--- config.mk ---
export PLATFORM = sky130hd
export DESIGN_NAME = boom_scheduler_flat
export DESIGN_NICKNAME = d
export VERILOG_FILES = /design/src/rtl/boom_scheduler_if.sv /design/src/rtl/boom_scheduler.sv /design/src/flat_wrapper.sv
export SDC_FILE = /design/constraint.sdc
export NUM_CORES = 1
export LEC_CHECK = 0
export ABC_AREA = 1
export ABC_CLOCK_PERIOD_IN_PS = 1200
export BUFFER_PORTS_ARGS = -buffer_cell sky130_fd_sc_hd__buf_2
export CORE_MARGIN = 10
export CORE_UTILIZATION = 30
export CTS_BUF_LIST = sky130_fd_sc_hd__clkbuf_8 sky130_fd_sc_hd__clkbuf_16
export DETAILED_ROUTE_END_ITERATION = 12
export SETUP_SLACK_MARGIN = 0.05
export SLEW_MARGIN = 20
export SYNTH_ARGS = -nofsm -noshare
export SYNTH_HDL_FRONTEND = slang
export SYNTH_SLANG_ARGS = --single-unit
export TNS_END_PERCENT = 10
--- constraint.sdc ---
create_clock -name i_clk -period 1.2 [get_ports i_clk]
set_clock_uncertainty 0.1 [all_clocks]
set_input_delay 0.18 -clock i_clk [delete_from_list [all_inputs] [get_ports i_clk]]
set_output_delay 0.18 -clock i_clk [all_outputs]
set_load 0.05 [all_outputs]
--- src/rtl/boom_scheduler_if.sv ---
// Bus between the game controller and the bomb scheduler.
// The controller side drives the game/bomb inputs; the scheduler drives the
// spawn request, the penalty pulses, the hit counts and the state.
interface boom_scheduler_if;
    logic       i_enable;
    logic       i_game_tick;
    logic       i_boom_active1;
    logic       i_boom_active2;
    logic       i_clr_score;
    logic       o_ready_next_boom;
    logic       o_penalty1;
    logic       o_penalty2;
    logic [3:0] o_hits1;
    logic [3:0] o_hits2;
    logic [1:0] o_state;

    modport slave (
        input  i_enable, i_game_tick, i_boom_active1, i_boom_active2, i_clr_score,
        output o_ready_next_boom, o_penalty1, o_penalty2, o_hits1, o_hits2, o_state
    );

    modport master (
        output i_enable, i_game_tick, i_boom_active1, i_boom_active2, i_clr_score,
        input  o_ready_next_boom, o_penalty1, o_penalty2, o_hits1, o_hits2, o_state
    );
endinterface

--- src/rtl/boom_scheduler.sv ---
// Bomb lifecycle scheduler: requests a bomb, watches for player hits while it
// is armed, issues per-player penalties and saturating hit counts, and
// relocates the bomb when it outlives its lifetime.
module boom_scheduler #(
    parameter int COOLDOWN_TICKS = 8,
    parameter int LIFETIME_TICKS = 64
) (
    input  logic              i_clk,
    input  logic              i_rst_n,
    boom_scheduler_if.slave   bus
);
    typedef enum logic [1:0] {
        IDLE     = 2'd0,
        SPAWN    = 2'd1,
        ARMED    = 2'd2,
        COOLDOWN = 2'd3
    } state_t;

    localparam logic [7:0] LIFE_LAST = 8'(LIFETIME_TICKS - 1);
    localparam logic [7:0] COOL_LAST = 8'(COOLDOWN_TICKS - 1);

    state_t     r_state;
    state_t     w_state_nxt;
    logic [7:0] r_tick_cnt;
    logic       r_act1_q;
    logic       r_act2_q;
    logic       r_pen1;
    logic       r_pen2;
    logic [3:0] r_hits1;
    logic [3:0] r_hits2;

    logic w_hit1;
    logic w_hit2;
    logic w_armed;
    logic w_score1;
    logic w_score2;

    // Rising edge of each bomb-contact level is one hit event.
    assign w_hit1   = bus.i_boom_active1 & ~r_act1_q;
    assign w_hit2   = bus.i_boom_active2 & ~r_act2_q;
    // Hits count only while armed and the game is running; disable wins.
    assign w_armed  = (r_state == ARMED) & bus.i_enable;
    assign w_score1 = w_armed & w_hit1;
    assign w_score2 = w_armed & w_hit2;

    // State register.
    always_ff @(posedge i_clk or negedge i_rst_n) begin
        if (!i_rst_n) r_state <= IDLE;
        else          r_state <= w_state_nxt;
    end

    // Next-state: disable overrides everything, a hit beats lifetime expiry.
    always_comb begin
        w_state_nxt = r_state;
        if (!bus.i_enable) begin
            w_state_nxt = IDLE;
        end else begin
            case (r_state)
                IDLE:     w_state_nxt = SPAWN;
                SPAWN:    w_state_nxt = ARMED;
                ARMED: begin
                    if (w_hit1 | w_hit2)
                        w_state_nxt = COOLDOWN;
                    else if (bus.i_game_tick && r_tick_cnt == LIFE_LAST)
                        w_state_nxt = SPAWN;
                end
                COOLDOWN: begin
                    if (bus.i_game_tick && r_tick_cnt == COOL_LAST)
                        w_state_nxt = SPAWN;
                end
                default:  w_state_nxt = IDLE;
            endcase
        end
    end

    // Game-tick counter; restarts on every state entry that needs a fresh count.
    always_ff @(posedge i_clk or negedge i_rst_n) begin
        if (!i_rst_n)
            r_tick_cnt <= '0;
        else if (!bus.i_enable || r_state == IDLE || r_state == SPAWN || w_score1 || w_score2)
            r_tick_cnt <= '0;
        else if (bus.i_game_tick)
            r_tick_cnt <= r_tick_cnt + 8'd1;
    end

    // Contact levels delayed one cycle for edge detection, in every state.
    always_ff @(posedge i_clk or negedge i_rst_n) begin
        if (!i_rst_n) begin
            r_act1_q <= 1'b0;
            r_act2_q <= 1'b0;
        end else begin
            r_act1_q <= bus.i_boom_active1;
            r_act2_q <= bus.i_boom_active2;
        end
    end

    // One-cycle penalty pulses, both players independently.
    always_ff @(posedge i_clk or negedge i_rst_n) begin
        if (!i_rst_n) begin
            r_pen1 <= 1'b0;
            r_pen2 <= 1'b0;
        end else begin
            r_pen1 <= w_score1;
            r_pen2 <= w_score2;
        end
    end

    // Saturating hit counters; a score clear beats a coincident increment.
    always_ff @(posedge i_clk or negedge i_rst_n) begin
        if (!i_rst_n) begin
            r_hits1 <= '0;
            r_hits2 <= '0;
        end else if (bus.i_clr_score) begin
            r_hits1 <= '0;
            r_hits2 <= '0;
        end else begin
            if (w_score1 && r_hits1 != 4'hF) r_hits1 <= r_hits1 + 4'd1;
            if (w_score2 && r_hits2 != 4'hF) r_hits2 <= r_hits2 + 4'd1;
        end
    end

    assign bus.o_state           = r_state;
    assign bus.o_ready_next_boom = (r_state == SPAWN);
    assign bus.o_penalty1        = r_pen1;
    assign bus.o_penalty2        = r_pen2;
    assign bus.o_hits1           = r_hits1;
    assign bus.o_hits2           = r_hits2;
endmodule
--- src/flat_wrapper.sv ---
// flat-port wrapper written by rule: the top's interface ports become plain ports
module boom_scheduler_flat 
#(
    parameter int COOLDOWN_TICKS = 8,
    parameter int LIFETIME_TICKS = 64
)
  (i_clk, i_rst_n, bus_i_enable, bus_i_game_tick, bus_i_boom_active1, bus_i_boom_active2, bus_i_clr_score, bus_o_ready_next_boom, bus_o_penalty1, bus_o_penalty2, bus_o_hits1, bus_o_hits2, bus_o_state);
  boom_scheduler_if bus_i ();
  input  logic i_clk;
  input  logic i_rst_n;
  input wire logic [$bits(bus_i.i_enable)-1:0] bus_i_enable;
  input wire logic [$bits(bus_i.i_game_tick)-1:0] bus_i_game_tick;
  input wire logic [$bits(bus_i.i_boom_active1)-1:0] bus_i_boom_active1;
  input wire logic [$bits(bus_i.i_boom_active2)-1:0] bus_i_boom_active2;
  input wire logic [$bits(bus_i.i_clr_score)-1:0] bus_i_clr_score;
  output wire logic [$bits(bus_i.o_ready_next_boom)-1:0] bus_o_ready_next_boom;
  output wire logic [$bits(bus_i.o_penalty1)-1:0] bus_o_penalty1;
  output wire logic [$bits(bus_i.o_penalty2)-1:0] bus_o_penalty2;
  output wire logic [$bits(bus_i.o_hits1)-1:0] bus_o_hits1;
  output wire logic [$bits(bus_i.o_hits2)-1:0] bus_o_hits2;
  output wire logic [$bits(bus_i.o_state)-1:0] bus_o_state;
  assign bus_i.i_enable = bus_i_enable;
  assign bus_i.i_game_tick = bus_i_game_tick;
  assign bus_i.i_boom_active1 = bus_i_boom_active1;
  assign bus_i.i_boom_active2 = bus_i_boom_active2;
  assign bus_i.i_clr_score = bus_i_clr_score;
  assign bus_o_ready_next_boom = bus_i.o_ready_next_boom;
  assign bus_o_penalty1 = bus_i.o_penalty1;
  assign bus_o_penalty2 = bus_i.o_penalty2;
  assign bus_o_hits1 = bus_i.o_hits1;
  assign bus_o_hits2 = bus_i.o_hits2;
  assign bus_o_state = bus_i.o_state;
  boom_scheduler #(.COOLDOWN_TICKS(COOLDOWN_TICKS), .LIFETIME_TICKS(LIFETIME_TICKS)) u_core (.i_clk(i_clk), .i_rst_n(i_rst_n), .bus(bus_i));
endmodule
==> flow_metrics.env <==
export IMPL_worst_pin_slew_ns=0.5001
export IMPL_fin_ws_ns=-0.2262
export IMPL_cts_buffers_inserted=3
export IMPL_drc_errors=0
export IMPL_layout_min_cycle_time_ns=1.426
export IMPL_antenna_left=0
export IMPL_rsz0062_at_grt="true"
export IMPL_die_h_um=83.34
export IMPL_netlist_area_um2=1204
export IMPL_wl_per_cell_um=12.40
export IMPL_crit_chain="inv_2, ha_4, buf_6, buf_8"
export IMPL_grt_max_degree=23
export IMPL_synth_avg_cell_area_um2=8.916
export IMPL_yosysWarnings=0
export IMPL_n_antenna_cell=0
export IMPL_status="finished with violations"
export IMPL_r2r_slack_ns=-0.19
export IMPL_root_buffer="clkbuf_8"
export IMPL_vias_per_cell=4.568
export IMPL_irDropWorstVdd_mv=0.6948
export IMPL_grt_pass1_wl_um=4981
export IMPL_nNetsFinal=194
export IMPL_placed_cell_area_um2=1501
export IMPL_setup_viol=25
export IMPL_min_path_type="input port to flip-flop"
export IMPL_slew_limit_headroom_pct=66.66
export IMPL_die_w_um=83.34
export IMPL_tns_ns=-3.280
export IMPL_initial_core_util_pct=31.92
export IMPL_synth_seq_cells=22
export IMPL_row_count=22
export IMPL_drt_total_wl_um=2815
export IMPL_synthFlopType="dfrtp_1"
export IMPL_synth_net_count=149
export IMPL_leakage_nw=0.8253
export IMPL_powerDensity_nw_per_um2=886.9
export IMPL_cts_tree="yes"
export IMPL_synth_common_cells="nand2_1, dfrtp_1, nand3_1"
export IMPL_synth_area_top_cells="dfrtp_1, nand2_1, nand3_1"
export IMPL_slowest_stage="dfrtp_2"
export IMPL_yosysUniqueCellTypes=23
export IMPL_num_vias=1037
export IMPL_synth_edf_count=0
export IMPL_async_reset_ff_share_pct=100.0
export IMPL_coreArea_um2=3771
export IMPL_slowest_delay_ns=0.43
export IMPL_portBuffers=19
export IMPL_first_pass_iters=4
export IMPL_drive_above_1_share_pct=44.69
export IMPL_hold_viol=0
export IMPL_grt_pass1_vias=1122
export IMPL_design_area_um2=1764
export IMPL_startpoint_type="flip-flop"
export IMPL_crit_required_ns=0.92
export IMPL_pin_count=20
export IMPL_maxCapViolCount=0
export IMPL_post_route_period_util_pct=118.9
export IMPL_grt_ovfl_total=0
export IMPL_drv_slew=0
export IMPL_htreeDepth=1
export IMPL_worstPathMaxFanout=3
export IMPL_yosysSeqAreaShare_pct=45.74
export IMPL_gp_congestion=0.9090
export IMPL_end_kind="output pin"
export IMPL_violations="setup timing"
export IMPL_critical_path_class="flip-flop to output pin"
export IMPL_power_total_mw=1.565
export IMPL_antenna_found_initial=0
export IMPL_area_growth_pct=46.57
export IMPL_holdWs_ns=0.07943
export IMPL_critical_path_arrival_ns=1.15
export IMPL_synth_cells=135
export IMPL_cts_sinks=22
export IMPL_pre_cts_slack_ns=-0.2714
export IMPL_drtIter0Drc=22
export IMPL_die_area_um2=6946
export IMPL_clkLatencyLatePin_ns=0.26
export IMPL_dp_hpwl_um=2063
export IMPL_grt_usage_pct=8.315
export IMPL_clockBufferDepth=2
export IMPL_path_clk_slew_ns=0.08
export IMPL_synth_area_leader_cell="dfrtp_1"
export IMPL_yosysMostFrequentCell="nand2_1"
export IMPL_synth_top_cell_area_share_pct=45.74
export IMPL_max_freq_mhz=701.2
[cell families (layout without fill, tap and decap cells)]
logic type / count (synthesis) / after routing / synth area share, %
AO/OA/AOI/OAI: 10 / 10 / 6.340
XOR/XNOR: 9 / 9 / 6.548
adder cells (fa/ha/maj): 7 / 7 / 7.276
buffers and inverters: 14 / 58 / 4.366
flip-flops: 22 / 22 / 45.74
AND/OR/NAND/NOR: 73 / 73 / 29.73
[routing by layer]
layer  wire length [um]  global-route usage (%)
met3                196                   3.906
met2               1331                   13.55
met5                  0                       0
met1               1272                   9.782
met4                 15                   1.385
[registers in the layout (all words and copies together) (netlist names)]
register / flops
u_core.r_tick_cnt: 8
u_core.bus.o_penalty1: 1
u_core.bus.o_state: 2
u_core.r_act1_q: 1
u_core.bus.o_penalty2: 1
u_core.bus.o_hits2: 4
u_core.r_act2_q: 1
u_core.bus.o_hits1: 4
[final cells by class]
type,instances,area (um2)
Sequential cell,22,561.8
Tap cell,48,60.06
Timing Repair Buffer,40,367.9
Fill cell,355,2007
Inverter,14,53.80
Clock buffer,4,55.05
Multi-Input combinational cell,99,665.6
[report_power, final]
part / internal, mW / switching [mW] / total [mW]
Combinational: 0.103 / 0.159 / 0.262
Sequential: 0.755 / 0.0107 / 0.766
Clock: 0.292 / 0.244 / 0.537
[stage by stage]
stage | cells | utilization (%)
final | 227 | 46.78
after global routing | 227 | 46.78
after CTS | 226 | 45.72
after detailed placement | 218 | 39.81
after global placement | 218 | 39.81
after floorplan | 135 | -
[cell usage in the layout (no fill, tap or decap), types with 2 or more instances in the layout]
cell | synthesis | final
nand2_2 | 4 | 3
dlygate4sd3_1 | 0 | 3
nor2_2 | 2 | 2
xor2_1 | 5 | 5
xnor2_1 | 4 | 4
nand3_2 | 1 | 2
dfrtp_2 | 0 | 9
nor2_1 | 12 | 12
nand3_1 | 18 | 17
nor2_4 | 4 | 4
o21ai_1 | 1 | 2
dfrtp_1 | 22 | 13
buf_4 | 0 | 17
clkbuf_8 | 0 | 4
nand2_4 | 0 | 3
ha_1 | 7 | 3
inv_1 | 11 | 8
nand2_1 | 29 | 27
buf_6 | 0 | 8
buf_8 | 0 | 6
a21oi_2 | 2 | 3
buf_2 | 0 | 6
inv_2 | 1 | 4
ha_2 | 0 | 3
[repair_timing]
| item | CTS | global route |
|---|---|---|
| pin swaps | 6 | 1 |
| setup buffers | 1 | 1 |
| hold buffers | 3 | 0 |
| resized for setup | 41 | 11 |
| hold endpoints to repair | 24 | 0 |
| setup endpoints to repair | 30 | 30 |
[critical path, delay by kind of cell, from the launching register on]
family	cells	cell delay (ns)
fa+ha+maj	1	0.14
flops	1	0.43
buf+inv	3	0.31
[final timing paths]
path / from / end / depth (start not counted)
worst min-delay path: bus_i_clr_score / u_core.bus.o_hits2[0]$_DFFE_PN0P_ / 2
worst min register to register: u_core.r_act2_q$_DFF_PN0_ / u_core.bus.o_penalty2$_DFF_PN0_ / 3
worst max register to register: u_core.bus.o_state[0]$_DFFE_PN0P_ / u_core.bus.o_hits1[0]$_DFFE_PN0P_ / 7
max in group asynchronous: i_rst_n / u_core.bus.o_state[1]$_DFFE_PN0P_ / 2
min in group asynchronous: i_rst_n / u_core.r_tick_cnt[1]$_DFFE_PN0P_ / 2
worst max-delay path: u_core.bus.o_state[1]$_DFFE_PN0P_ / bus_o_ready_next_boom / 4
Power figures use the tool's default switching activity.
